--- config.mk ---
export PLATFORM = sky130hd
export DESIGN_NAME = fetch_pc_sched
export DESIGN_NICKNAME = d
export VERILOG_FILES = /design/src/rtl/fetch_pc_sched.sv
export SDC_FILE = /design/constraint.sdc
export NUM_CORES = 1
export LEC_CHECK = 0
export BUFFER_PORTS_ARGS = -buffer_cell sky130_fd_sc_hd__buf_2
export CORE_ASPECT_RATIO = 1.4
export CORE_MARGIN = 2
export CORE_UTILIZATION = 35
export CTS_BUF_LIST = sky130_fd_sc_hd__clkbuf_8 sky130_fd_sc_hd__clkbuf_16
export DETAILED_ROUTE_END_ITERATION = 8
export PLACE_DENSITY_LB_ADDON = 0.08
export SYNTH_ARGS = -nofsm -noshare
export SYNTH_HDL_FRONTEND = slang
export SYNTH_SLANG_ARGS = --single-unit
--- constraint.sdc ---
create_clock -name clk -period 11.85 [get_ports clk]
set_input_delay 1.7775 -clock clk [delete_from_list [all_inputs] [get_ports clk]]
set_output_delay 1.7775 -clock clk [all_outputs]
set_load 0.02 [all_outputs]
--- src/rtl/fetch_pc_sched.sv ---
// rtl/fetch_pc_sched.sv - per-warp fetch sequencer with round-robin icache fetch arbiter
module fetch_pc_sched #(
  parameter int NUM_WARP   = 8,
  parameter int DEPTH_WARP = 3
) (
  input  logic                    clk,
  input  logic                    rst_n,
  input  logic                    init_valid_i,
  input  logic [DEPTH_WARP-1:0]   init_wid_i,
  input  logic                    end_valid_i,
  input  logic [DEPTH_WARP-1:0]   end_wid_i,
  input  logic                    branch_valid_i,
  input  logic [DEPTH_WARP-1:0]   branch_wid_i,
  input  logic [NUM_WARP-1:0]     stall_i,
  output logic                    fetch_valid_o,
  output logic [DEPTH_WARP-1:0]   fetch_wid_o,
  input  logic                    fetch_ready_i,
  input  logic                    rsp_valid_i,
  input  logic [DEPTH_WARP-1:0]   rsp_wid_i,
  input  logic                    rsp_hit_i,
  output logic [2*NUM_WARP-1:0]   pc_src_o
);

  typedef enum logic [2:0] {
    S_OFF   = 3'd0,
    S_RDY   = 3'd1,
    S_UPD   = 3'd2,
    S_PEND  = 3'd3,
    S_FLUSH = 3'd4
  } warp_state_e;

  localparam logic [1:0] PC_HOLD   = 2'd0;
  localparam logic [1:0] PC_BRANCH = 2'd1;
  localparam logic [1:0] PC_ADV    = 2'd2;
  localparam logic [1:0] PC_LOAD   = 2'd3;

  warp_state_e               state_q [NUM_WARP];
  warp_state_e               state_d [NUM_WARP];
  logic [NUM_WARP-1:0]       pend_end_q, pend_end_d;
  logic [2*NUM_WARP-1:0]     pc_src_q, pc_src_d;
  logic [DEPTH_WARP-1:0]     rr_q, rr_d;

  logic [NUM_WARP-1:0]       ev_end, ev_init, ev_branch, ev_rsp, ev_grant, eligible;
  logic [DEPTH_WARP-1:0]     grant_wid, scan_idx;
  logic                      grant_any, accept;

  // Decode the per-warp event targets and fetch eligibility
  always_comb begin
    for (int w = 0; w < NUM_WARP; w++) begin
      ev_end[w]    = end_valid_i    && (end_wid_i    == DEPTH_WARP'(w));
      ev_init[w]   = init_valid_i   && (init_wid_i   == DEPTH_WARP'(w));
      ev_branch[w] = branch_valid_i && (branch_wid_i == DEPTH_WARP'(w));
      ev_rsp[w]    = rsp_valid_i    && (rsp_wid_i    == DEPTH_WARP'(w));
      // A warp being redirected or retired this cycle must not fetch its stale PC
      eligible[w]  = (state_q[w] == S_RDY) && !stall_i[w] &&
                     !ev_end[w] && !ev_init[w] && !ev_branch[w];
    end
  end

  // Round-robin scan: first eligible warp at or after rr, wrapping
  always_comb begin
    grant_any = 1'b0;
    grant_wid = '0;
    scan_idx  = rr_q;
    for (int i = 0; i < NUM_WARP; i++) begin
      scan_idx = rr_q + DEPTH_WARP'(i);
      if (!grant_any && eligible[scan_idx]) begin
        grant_any = 1'b1;
        grant_wid = scan_idx;
      end
    end
  end

  assign fetch_valid_o = grant_any;
  assign fetch_wid_o   = grant_wid;
  assign accept        = grant_any && fetch_ready_i;

  // Accepted grant decode and pointer advance
  always_comb begin
    rr_d = accept ? (grant_wid + DEPTH_WARP'(1)) : rr_q;
    for (int w = 0; w < NUM_WARP; w++) begin
      ev_grant[w] = accept && (grant_wid == DEPTH_WARP'(w));
    end
  end

  // Per-warp state transitions and PC-control code, priority end > init > branch > rsp > grant
  always_comb begin
    pc_src_d   = '0;
    pend_end_d = pend_end_q;
    for (int w = 0; w < NUM_WARP; w++) begin
      state_d[w] = state_q[w];
      case (state_q[w])
        S_OFF: begin
          if (!ev_end[w] && ev_init[w]) begin
            state_d[w] = S_UPD;
            pc_src_d[2*w +: 2] = PC_LOAD;
          end
        end
        S_RDY, S_UPD: begin
          if (ev_end[w]) begin
            state_d[w] = S_OFF;
          end else if (ev_init[w]) begin
            state_d[w] = S_UPD;
            pc_src_d[2*w +: 2] = PC_LOAD;
          end else if (ev_branch[w]) begin
            state_d[w] = S_UPD;
            pc_src_d[2*w +: 2] = PC_BRANCH;
          end else if (state_q[w] == S_UPD) begin
            state_d[w] = S_RDY;
          end else if (ev_grant[w]) begin
            state_d[w] = S_PEND;
          end
        end
        S_PEND, S_FLUSH: begin
          if (ev_rsp[w]) begin
            // The outstanding fetch retires this cycle; any redirect now goes straight to UPD
            if (ev_end[w] || pend_end_q[w]) begin
              state_d[w]    = S_OFF;
              pend_end_d[w] = 1'b0;
            end else if (ev_init[w]) begin
              state_d[w] = S_UPD;
              pc_src_d[2*w +: 2] = PC_LOAD;
            end else if (ev_branch[w]) begin
              state_d[w] = S_UPD;
              pc_src_d[2*w +: 2] = PC_BRANCH;
            end else if (state_q[w] == S_FLUSH) begin
              state_d[w] = S_RDY;
            end else begin
              state_d[w] = S_UPD;
              pc_src_d[2*w +: 2] = rsp_hit_i ? PC_ADV : PC_LOAD;
            end
          end else if (ev_end[w]) begin
            state_d[w]    = S_FLUSH;
            pend_end_d[w] = 1'b1;
          end else if (ev_init[w]) begin
            // Relaunch while a fetch is in flight cancels any recorded end
            state_d[w]    = S_FLUSH;
            pend_end_d[w] = 1'b0;
            pc_src_d[2*w +: 2] = PC_LOAD;
          end else if (ev_branch[w]) begin
            state_d[w] = S_FLUSH;
            if (!pend_end_q[w]) begin
              pc_src_d[2*w +: 2] = PC_BRANCH;
            end
          end
        end
        default: begin
          state_d[w]    = S_OFF;
          pend_end_d[w] = 1'b0;
        end
      endcase
    end
  end

  // State, pointer and registered PC-control codes
  always_ff @(posedge clk) begin
    if (!rst_n) begin
      for (int w = 0; w < NUM_WARP; w++) begin
        state_q[w] <= S_OFF;
      end
      pend_end_q <= '0;
      pc_src_q   <= '0;
      rr_q       <= '0;
    end else begin
      for (int w = 0; w < NUM_WARP; w++) begin
        state_q[w] <= state_d[w];
      end
      pend_end_q <= pend_end_d;
      pc_src_q   <= pc_src_d;
      rr_q       <= rr_d;
    end
  end

  assign pc_src_o = pc_src_q;

endmodule

==> results_dict.tcl <==
set metrics [dict create \
    p_leak_uw 0.00211 \
    avgSynthCellArea_um2 6.96 \
    rr_worst_depth 17 \
    cp_cell_sequence "buf_2, nand4_1, nand4_1, mux2i_1, mux4_2, or3_1, a2111oi_2, and2_1, and4b_1, inv_2, buf_2" \
    grt_pass1_wl_mm 28.1 \
    worstSetupEndpointType "primary output" \
    swShare 0.486 \
    grt_max_degree 62 \
    slew_headroom 0.222 \
    path_delay_family "simple AND/OR/NAND/NOR gates" \
    rsz0062_at_grt "no" \
    power_density_mw_per_mm2 159 \
    die-height_um 151 \
    die_area_mm2 0.0164 \
    drt-pass1-iter-count 4 \
    clockBufferDepth 2 \
    drive_gt1_frac 0.118 \
    num-fill-cells 1594 \
    synth.distinct_cells 83 \
    postCtsSetupBuffers 0 \
    yosysTopAreaCell "dfxtp_1" \
    comb_power_share 0.551 \
    min_path_type "flop to flop" \
    crit_type "primary input to primary output" \
    grt_remaining_overflow 0 \
    finalHoldViolations 0 \
    cts_tree "done" \
    required_ps 10070 \
    dp_hpwl_mm 13.8 \
    yosysMostFrequentCell "nand2_1" \
    slew_violations 0 \
    drv_cap 0 \
    drtIter0Drc 518 \
    fin_util 0.382 \
    wirelength_mm 18.4 \
    synth_top_area_frac 0.190 \
    htree_levels 2 \
    p_sw_uw 443 \
    cts.repair.resized 0 \
    tightestPinTransition_ps 1170 \
    track_usage 0.221 \
    ys_ff_latch 51 \
    max-vdd-ir-drop_uv 72.4 \
    ctsHoldBuffers 0 \
    finClkSkew_ps 10.2 \
    hp-start "pend_end_q[1]" \
    syn_area_mm2 0.00538 \
    io_pins 48 \
    place_area_mm2 0.00560 \
    min_path_cells 2 \
    start_util 0.357 \
    syn-num-nets 809 \
    slowest_delay_ps 560 \
    fin_area_mm2 0.00574 \
    p_seq_frac 0.284 \
    clkSlewWorstSetupHoldPaths_ps 70 \
    crit_path_top_delay_cell "mux4_2" \
    yosys-top-cells-count "85 x nand2_1, 77 x a21oi_1, 71 x nor2_1" \
    ys_warn_count 0 \
    setup_viol 0 \
    grt_pass1_vias 5401 \
    clk_latency_ps 300 \
    finalNetCount 806 \
    synth-async-reset-ratio 0 \
    drc 0 \
    p_int_uw 469 \
    r2r_slack_ps 6910 \
    via_per_inst 6.22 \
    die_x_um 109 \
    ys_top_cells_by_area "dfxtp_1 19%, a21oi_1 7.2%, nand2_1 5.9%" \
    r2r_start "rr_q[0]" \
    synth.yosys.seq_area_share 0.190 \
    hold_end "pend_end_q[1]" \
    synth_cells 773 \
    gp_congestion 0.917 \
    arrival_ps 5010 \
    design.core.area_mm2 0.0151 \
    critical_path_depth 11 \
    fin_crit_sh 0.573 \
    num_rows 53 \
    antenna_found_initial 0 \
    synthFlopType "dfxtp_1" \
    pwr-share-clk 0.166 \
    clock-root-buffer "clkbuf_16" \
    wire_per_inst_um 19.1 \
    critPathLaunchType "primary input" \
    antenna_left 0 \
    diodes 0 \
    setup_tns_ps 0 \
    min_period_ps 6790 \
    fmax_ghz 0.147 \
    vias 5991 \
    port_buffers 47 \
    cp_max_fo 14 \
    numCtsBuffers 5 \
    outcome "complete, no violations" \
    synth_edf_count 0 \
    reg2reg_to "state_q[1][10]" \
    path_buf_inv 3 \
    syn_to_final_growth_pct 6.79 \
    cts_sinks 51 \
]
[power by group through the flow]
stage	Combinational, uW	Sequential (uW)	Clock, uW
floorplan	428	208	0
global placement	495	261	0
detailed placement	498	260	0
CTS	500	256	159
global route	551	266	163
finish	502	259	151
[cells by family (layout without fill, tap and decap cells)]
group / count (synthesis) / in the layout / synth area share
simple gates: 344 / 344 / 0.359
compound gates: 265 / 265 / 0.316
buf+inv: 77 / 75 / 0.0605
flops: 51 / 51 / 0.190
mux: 15 / 15 / 0.0351
xor+xnor: 13 / 13 / 0.0212
fa+ha+maj: 8 / 8 / 0.0186
[registers in the layout (all words and copies together) (netlist names)]
signal      cells
pc_src_o       16
pend_end_q      8
state_q        24
rr_q            3
[cells in the final DEF (no fill, tap or decap), drive strengths merged, types with 11 or more instances in the layout]
master / count
dfxtp: 51
o22ai: 24
o21ai: 72
a31oi: 12
nand4: 14
or2: 11
inv: 20
nor3: 20
buf: 47
and2: 13
nand2: 85
nor2: 71
nand3: 31
and3: 16
mux2i: 11
a21oi: 77
nand2b: 13
[worst max path at each step]
stage,startpoint,to,slack [ps]
after floorplan,init_wid_i[1],fetch_wid_o[0],5620
after global placement,init_wid_i[1],fetch_wid_o[1],5190
after detailed placement,init_wid_i[1],fetch_wid_o[1],5100
after CTS,end_wid_i[2],fetch_wid_o[1],5100
after global routing,end_wid_i[0],fetch_wid_o[1],4910
final,end_wid_i[2],fetch_wid_o[1],5060
[worst reg2reg max path: cells and delay by family (launching register included)]
family          cells  cell delay (ps)
compound gates      6             1460
simple gates        6             1450
fa+ha+maj           3             1030
flops               1              590
buf+inv             2              280
[layer usage]
layer  track usage  part of all wire  up-vias
met1         0.261              0.42     2847
met4         0.108             0.040        0
li1              -                 -     2878
met5             0                 0        -
met2         0.392              0.50      229
met3        0.0225             0.044       37
[metrics by stage]
stage	total power, uW	hold WS, ps	cells	worst slack [ps]
after detailed placement	758	544	955	5100
after global routing	979	624	963	4910
final	912	554	963	5060
after floorplan	636	492	773	5620
after global placement	756	542	955	5190
after CTS	915	565	963	5100
[area by class of cell]
cell class	count	area, um^2	area share
Clock inverter	3	15.0	0.00261
Multi-Input combinational cell	645	4030	0.702
Inverter	20	75.1	0.0131
Sequential cell	51	1020	0.178
Tap cell	192	240	0.0418
Clock buffer	5	125	0.0218
Timing Repair Buffer	47	235	0.0409
Power figures use the tool's default switching activity.
